`config.mk`:
```
export PLATFORM = sky130hd
export DESIGN_NAME = quad_decoder_array
export DESIGN_NICKNAME = d
export VERILOG_FILES = /design/src/rtl/quad_decoder_array.sv
export SDC_FILE = /design/constraint.sdc
export NUM_CORES = 1
export LEC_CHECK = 0
export ABC_CLOCK_PERIOD_IN_PS = 6460
export CAP_MARGIN = 20
export CORE_UTILIZATION = 45
export CTS_CLUSTER_DIAMETER = 50
export DETAILED_ROUTE_END_ITERATION = 8
export MAX_ROUTING_LAYER = met4
export PLACE_DENSITY_LB_ADDON = 0.15
export REMOVE_ABC_BUFFERS = 1
export SYNTH_ARGS = -nofsm -noshare
export SYNTH_HDL_FRONTEND = slang
export SYNTH_SLANG_ARGS = --single-unit
```
`constraint.sdc`:
```
create_clock -name clk -period 6.46 [get_ports clk]
set_input_delay 0.969 -clock clk [delete_from_list [all_inputs] [get_ports clk]]
set_output_delay 0.969 -clock clk [all_outputs]
set_load 0.1 [all_outputs]
```
`src/rtl/quad_decoder_array.sv`:
```
// Multi-channel quadrature encoder front end: per channel a 2-flop synchroniser, a joint
// debounce on the {B,A} pair and a quarter-step decoder driving a position counter.
module quad_decoder_array #(
  parameter int N_CH      = 2,
  parameter int POS_W     = 8,
  parameter int DB_CYCLES = 1024,
  parameter int COUNT_PER = 4,
  parameter int SATURATE  = 0
) (
  input  logic                    clk,
  input  logic                    rst,
  input  logic [2*N_CH-1:0]       quad_in,
  input  logic [N_CH-1:0]         clear,
  input  logic [N_CH-1:0]         err_clr,
  output logic [N_CH*POS_W-1:0]   pos_out,
  output logic [N_CH-1:0]         step_cw,
  output logic [N_CH-1:0]         step_ccw,
  output logic [N_CH-1:0]         err
);

  localparam int CNT_W = $clog2(DB_CYCLES + 1);
  localparam int Q_W   = $clog2(COUNT_PER + 1) + 1;
  localparam logic [CNT_W-1:0]    DB_LIMIT = CNT_W'(DB_CYCLES);
  localparam logic signed [Q_W-1:0] Q_ONE = Q_W'(1);
  localparam logic signed [Q_W-1:0] Q_POS = Q_W'(COUNT_PER);
  localparam logic signed [Q_W-1:0] Q_NEG = -Q_POS;

  // Position of a {B,A} state along the CW cycle 00 -> 01 -> 11 -> 10.
  function automatic logic [1:0] gray_idx(input logic [1:0] ba);
    case (ba)
      2'b00:   return 2'd0;
      2'b01:   return 2'd1;
      2'b11:   return 2'd2;
      default: return 2'd3;
    endcase
  endfunction

  for (genvar i = 0; i < N_CH; i++) begin : g_ch
    logic [1:0]             sync1_q, sync1_d, sync2_q, sync2_d;
    logic [1:0]             acc_q, acc_d, old_q, old_d;
    logic [CNT_W-1:0]       cnt_q, cnt_d;
    logic                   upd_q, upd_d, silent_q, silent_d, init_q, init_d;
    logic signed [Q_W-1:0]  q_q, q_d, q_next;
    logic [POS_W-1:0]       pos_q, pos_d;
    logic                   cw_q, cw_d, ccw_q, ccw_d, err_q, err_d;
    logic [1:0]             idx_inc;
    logic                   is_cw, illegal;

    assign sync1_d = quad_in[2*i +: 2];
    assign sync2_d = sync1_q;

    // While init is set the first settled pin state is accepted even if it equals the
    // reset value, so init always clears and that adoption is flagged silent.
    always_comb begin
      // NOTE: every variable gets a default first, so no path through the block infers a latch.
      acc_d    = acc_q;
      old_d    = old_q;
      upd_d    = 1'b0;
      silent_d = silent_q;
      init_d   = init_q;
      cnt_d    = cnt_q;
      if (sync1_q != sync2_q || (sync2_q == acc_q && !init_q)) begin
        cnt_d = '0;
      end else if (cnt_q == DB_LIMIT) begin
        acc_d    = sync2_q;
        old_d    = acc_q;
        upd_d    = 1'b1;
        silent_d = init_q;
        init_d   = 1'b0;
        cnt_d    = '0;
      end else begin
        cnt_d = cnt_q + 1'b1;
      end
    end

    assign idx_inc = gray_idx(old_q) + 2'd1;
    assign is_cw   = (gray_idx(acc_q) == idx_inc);
    assign illegal = ((old_q ^ acc_q) == 2'b11);

    always_comb begin
      q_next = q_q;
      q_d    = q_q;
      pos_d  = pos_q;
      cw_d   = 1'b0;
      ccw_d  = 1'b0;
      err_d  = err_q & ~err_clr[i];
      if (upd_q && !silent_q) begin
        if (illegal) begin
          err_d = 1'b1;
        end else begin
          q_next = is_cw ? (q_q + Q_ONE) : (q_q - Q_ONE);
          q_d    = q_next;
          if (q_next == Q_POS) begin
            q_d  = '0;
            cw_d = 1'b1;
            if (SATURATE == 0 || pos_q != '1) pos_d = pos_q + 1'b1;
          end else if (q_next == Q_NEG) begin
            q_d   = '0;
            ccw_d = 1'b1;
            if (SATURATE == 0 || pos_q != '0) pos_d = pos_q - 1'b1;
          end
        end
      end
      if (clear[i]) begin
        pos_d = '0;
        q_d   = '0;
      end
    end

    always_ff @(posedge clk or posedge rst) begin
      if (rst) begin
        sync1_q  <= '0;
        sync2_q  <= '0;
        acc_q    <= '0;
        old_q    <= '0;
        cnt_q    <= '0;
        upd_q    <= 1'b0;
        silent_q <= 1'b0;
        init_q   <= 1'b1;
        q_q      <= '0;
        pos_q    <= '0;
        cw_q     <= 1'b0;
        ccw_q    <= 1'b0;
        err_q    <= 1'b0;
      end else begin
        // NOTE: state is updated with non-blocking assignments so every flop samples pre-edge values.
        sync1_q  <= sync1_d;
        sync2_q  <= sync2_d;
        acc_q    <= acc_d;
        old_q    <= old_d;
        cnt_q    <= cnt_d;
        upd_q    <= upd_d;
        silent_q <= silent_d;
        init_q   <= init_d;
        q_q      <= q_d;
        pos_q    <= pos_d;
        cw_q     <= cw_d;
        ccw_q    <= ccw_d;
        err_q    <= err_d;
      end
    end

    assign pos_out[i*POS_W +: POS_W] = pos_q;
    assign step_cw[i]  = cw_q;
    assign step_ccw[i] = ccw_q;
    assign err[i]      = err_q;
  end

endmodule

```
==> results.json <==
{
  "clock_path_buffers": 2,
  "num_io_pins": 32,
  "cp-start-kind": "flip-flop",
  "dpl_cell_area_sq_um": 4590,
  "dp_hpwl_mm": 5.22,
  "cts_resized": 0,
  "ant_nets": 0,
  "dr_total_vias": 2963,
  "post-route-drc-count": 0,
  "fin_area_sq_um": 4830,
  "synth_cells": 422,
  "min_from": "g_ch[0].sync1_q[1]$_DFF_PP0_",
  "setup-violations-final": 0,
  "worst_hold_path.endpoint": "g_ch[0].sync2_q[1]$_DFF_PP0_",
  "area_delta_synth_final_pct": 15.0,
  "rr_startpoint": "g_ch[0].acc_q[0]$_DFFE_PP0P_",
  "fin_crit_sh": 0.754,
  "postSynthAreaPerCell_sq_um": 9.95,
  "worstMarginPinSlew_ns": 1.04,
  "cp-end-kind": "flip-flop",
  "fin_crit_ns": 4.87,
  "power.total_uw": 935,
  "fp.dieArea_sq_um": 9720,
  "fill_cells": 782,
  "cp_data_arrival_time_ns": 5.13,
  "ys_ff_latch": 74,
  "whs_path_depth": 0,
  "postCtsHoldBufs": 0,
  "critPathLaunch": "g_ch[0].acc_q[0]$_DFFE_PP0P_",
  "grt_max_degree": 75,
  "tritoncts": "built",
  "status": "finished clean",
  "critPathMaxFanout": 7,
  "power_density_nw_per_um2": 194,
  "vias_per_cell": 5.23,
  "drt-total-wl_mm": 7.40,
  "synthArstFlopShare": 1.00,
  "wl_per_cell_um": 13.1,
  "die_x_um": 98.6,
  "nNetsFinal": 497,
  "diodes": 0,
  "ys.warnings.count": 0,
  "routabilityCongestion": 0.826,
  "antenna_found_initial": 0,
  "grt_pass1_vias": 3039,
  "drv_slew": 0,
  "fp.dieH_um": 98.6,
  "grt_pass1_wl_mm": 13.6,
  "r2r_end": "g_ch[0].pos_q[7]$_DFFE_PP0P_",
  "layout_commonest_cell": "dfrtp_1",
  "first_pass_iters": 5,
  "crit_top_cell": "ha_1",
  "final.setup.tns_ns": 0,
  "ys.flop_type": "dfrtp_1",
  "clock_latency_ns": 0.34,
  "cts.sinks": 74,
  "skew_ns": 0.00914,
  "initial_core_util": 0.472,
  "cp.required_ns": 6.72,
  "cp_cell_sequence": "inv_1 > ha_1 > xnor2_1 > or2_2 > ha_1 > and3_1 > or3_1 > a2111oi_2 > nor2_1 > ha_1 > a211oi_1 > o21ai_0 > a211o_1 > or3_1 > a21o_1 > a21oi_1",
  "rr_worst_depth": 16,
  "port_buffers": 31,
  "core_area_sq_um": 8890,
  "peakVddDrop_mv": 0.112,
  "rsz0062_at_grt": "false",
  "htree_levels": 3,
  "layout_common_cells": "72 x dfrtp_1, 59 x nor2_1, 31 x clkdlybuf4s50_1, 30 x ha_1, 29 x inv_1",
  "power_leakage_nw": 2.13,
  "rows": 34,
  "grt_usage": 0.179,
  "layout-drive-gt1-share": 0.0786,
  "min_path_type": "flip-flop to flip-flop",
  "whs_ns": 0.421,
  "slew_headroom": 0.306,
  "first_iter_violations": 125,
  "path_clk_slew_ns": 0.08,
  "crit_type": "flip-flop to flip-flop",
  "ctsRootBufferMaster": "clkbuf_8",
  "cts_made_buffers": 9,
  "finalHoldViolCount": 0,
  "max_freq_mhz": 205,
  "syn_area_sq_um": 4200,
  "cts_setup_buffers": 0,
  "ys_types": 52,
  "synth_enable_flop_cells": 0,
  "crit_slowest_cell": "a2111oi_2",
  "slowest_delay_ns": 0.48,
  "yosysSeqAreaShare": 0.442,
  "grt_overflow_total": 0,
  "max_cap_viol_count": 0,
  "r2r_setup_slack_ns": 1.59
}
==> through the flow <==
stage | cells | setup WS [ns] | util
after detailed placement | 550 | 1.61 | 0.516
after CTS | 566 | 1.57 | 0.543
after global routing | 566 | 1.19 | 0.543
after global placement | 550 | 1.76 | 0.516
final | 566 | 1.59 | 0.543
after floorplan | 409 | 2.03 | -
==> power breakdown <==
group | switching (mW) | internal [mW] | leakage [nW] | total, mW
registers | 0.00450 | 0.467 | 1.01 | 0.472
logic | 0.0199 | 0.0109 | 1.00 | 0.0308
clock network | 0.176 | 0.257 | 0.120 | 0.432
total | 0.200 | 0.735 | 2.13 | 0.935
==> synth_stat cells, types with 2 or more instances <==
master     count  share of area
a2111oi_2      2         0.0072
and3_1         4         0.0060
nand2b_1       6         0.0089
o311ai_0       3         0.0063
o21a_1         6          0.011
or3_1          4         0.0060
a22o_1         2         0.0042
nor2b_1       13          0.019
xnor2_1       25          0.052
a211oi_1       9          0.016
o2111ai_1      2         0.0042
or2_2          2         0.0030
a21oi_1       15          0.018
dfstp_2        2          0.013
nor2_1        59          0.053
nor3_1         7         0.0083
mux2_2         6          0.016
nand3_1       16          0.019
mux2i_1        2         0.0048
a211o_1        2         0.0042
ha_1          30          0.089
inv_1         30          0.027
a221oi_1       2         0.0042
and2_1         2         0.0030
nor4b_1        2         0.0042
xor2_1        17          0.035
nand3b_1       2         0.0036
buf_4          6          0.011
o211ai_1       3         0.0054
o21ai_1        2         0.0024
nand2_1       16          0.014
dfrtp_1       72           0.43
fa_1           4          0.019
clkbuf_1       6         0.0054
nor4_1         3         0.0045
o21ai_0       17          0.020
a21o_1         6          0.011
==> worst max path at each step <==
stage	to	slack [ns]	depth (start not counted)
2_1_floorplan	g_ch[0].pos_q[7]$_DFFE_PP0P_	2.03	16
3_3_place_gp	g_ch[0].pos_q[7]$_DFFE_PP0P_	1.76	16
3_5_place_dp	g_ch[0].pos_q[7]$_DFFE_PP0P_	1.61	16
4_1_cts	g_ch[0].pos_q[7]$_DFFE_PP0P_	1.57	16
5_1_grt	g_ch[0].pos_q[7]$_DFFE_PP0P_	1.19	16
6_report	g_ch[0].pos_q[7]$_DFFE_PP0P_	1.59	16
==> worst max-delay path, delay by kind of cell (launching register included) <==
kind / cells / cell delay, ns
buf+inv: 1 / 0.09
flops: 1 / 0.44
xor+xnor: 1 / 0.19
fa+ha+maj: 3 / 1.00
compound gates: 6 / 1.55
simple gates: 5 / 1.52
==> final cells by class <==
type	count	area, sq um	share of cell area
inverters	30	113	0.0233
flip-flops and latches	74	1850	0.384
repair buffers	33	325	0.0674
clock buffers	9	124	0.0257
well taps	108	135	0.0280
multi-input cells	305	2160	0.447
clock inverters	7	116	0.0241
==> metal layers <==
layer  up-vias  track usage  routed length [um]
li1       1504            -                   -
met1      1413        0.233                3770
met2        42        0.284                3390
met3         4       0.0355                 194
met4         0       0.0551                  50
met5         -            -                   0
==> state kept, by name, indices dropped and copies added, names as in the netlist <==
| name | flops |
|---|---|
| g_ch.cw_q | 2 |
| g_ch.silent_q | 2 |
| g_ch.upd_q | 2 |
| g_ch.pos_q | 16 |
| g_ch.acc_q | 4 |
| g_ch.old_q | 4 |
| g_ch.sync1_q | 4 |
| g_ch.q_q | 8 |
| g_ch.err_q | 2 |
| g_ch.cnt_q | 22 |
| g_ch.init_q | 2 |
| g_ch.ccw_q | 2 |
| g_ch.sync2_q | 4 |
==> cells by family (layout without fill, tap and decap cells) <==
kind of cell             count (synthesis)  in the layout  synth area share
adder cells (fa/ha/maj)                 34             34             0.108
AO/OA/AOI/OAI                           79             79             0.131
buffers and inverters                   43             79            0.0441
AND/OR/NAND/NOR                        142            142             0.166
XOR/XNOR                                42             42            0.0876
flip-flops                              74             74             0.442
multiplexers                             8              8            0.0209
(Power assumes the default switching activity.)
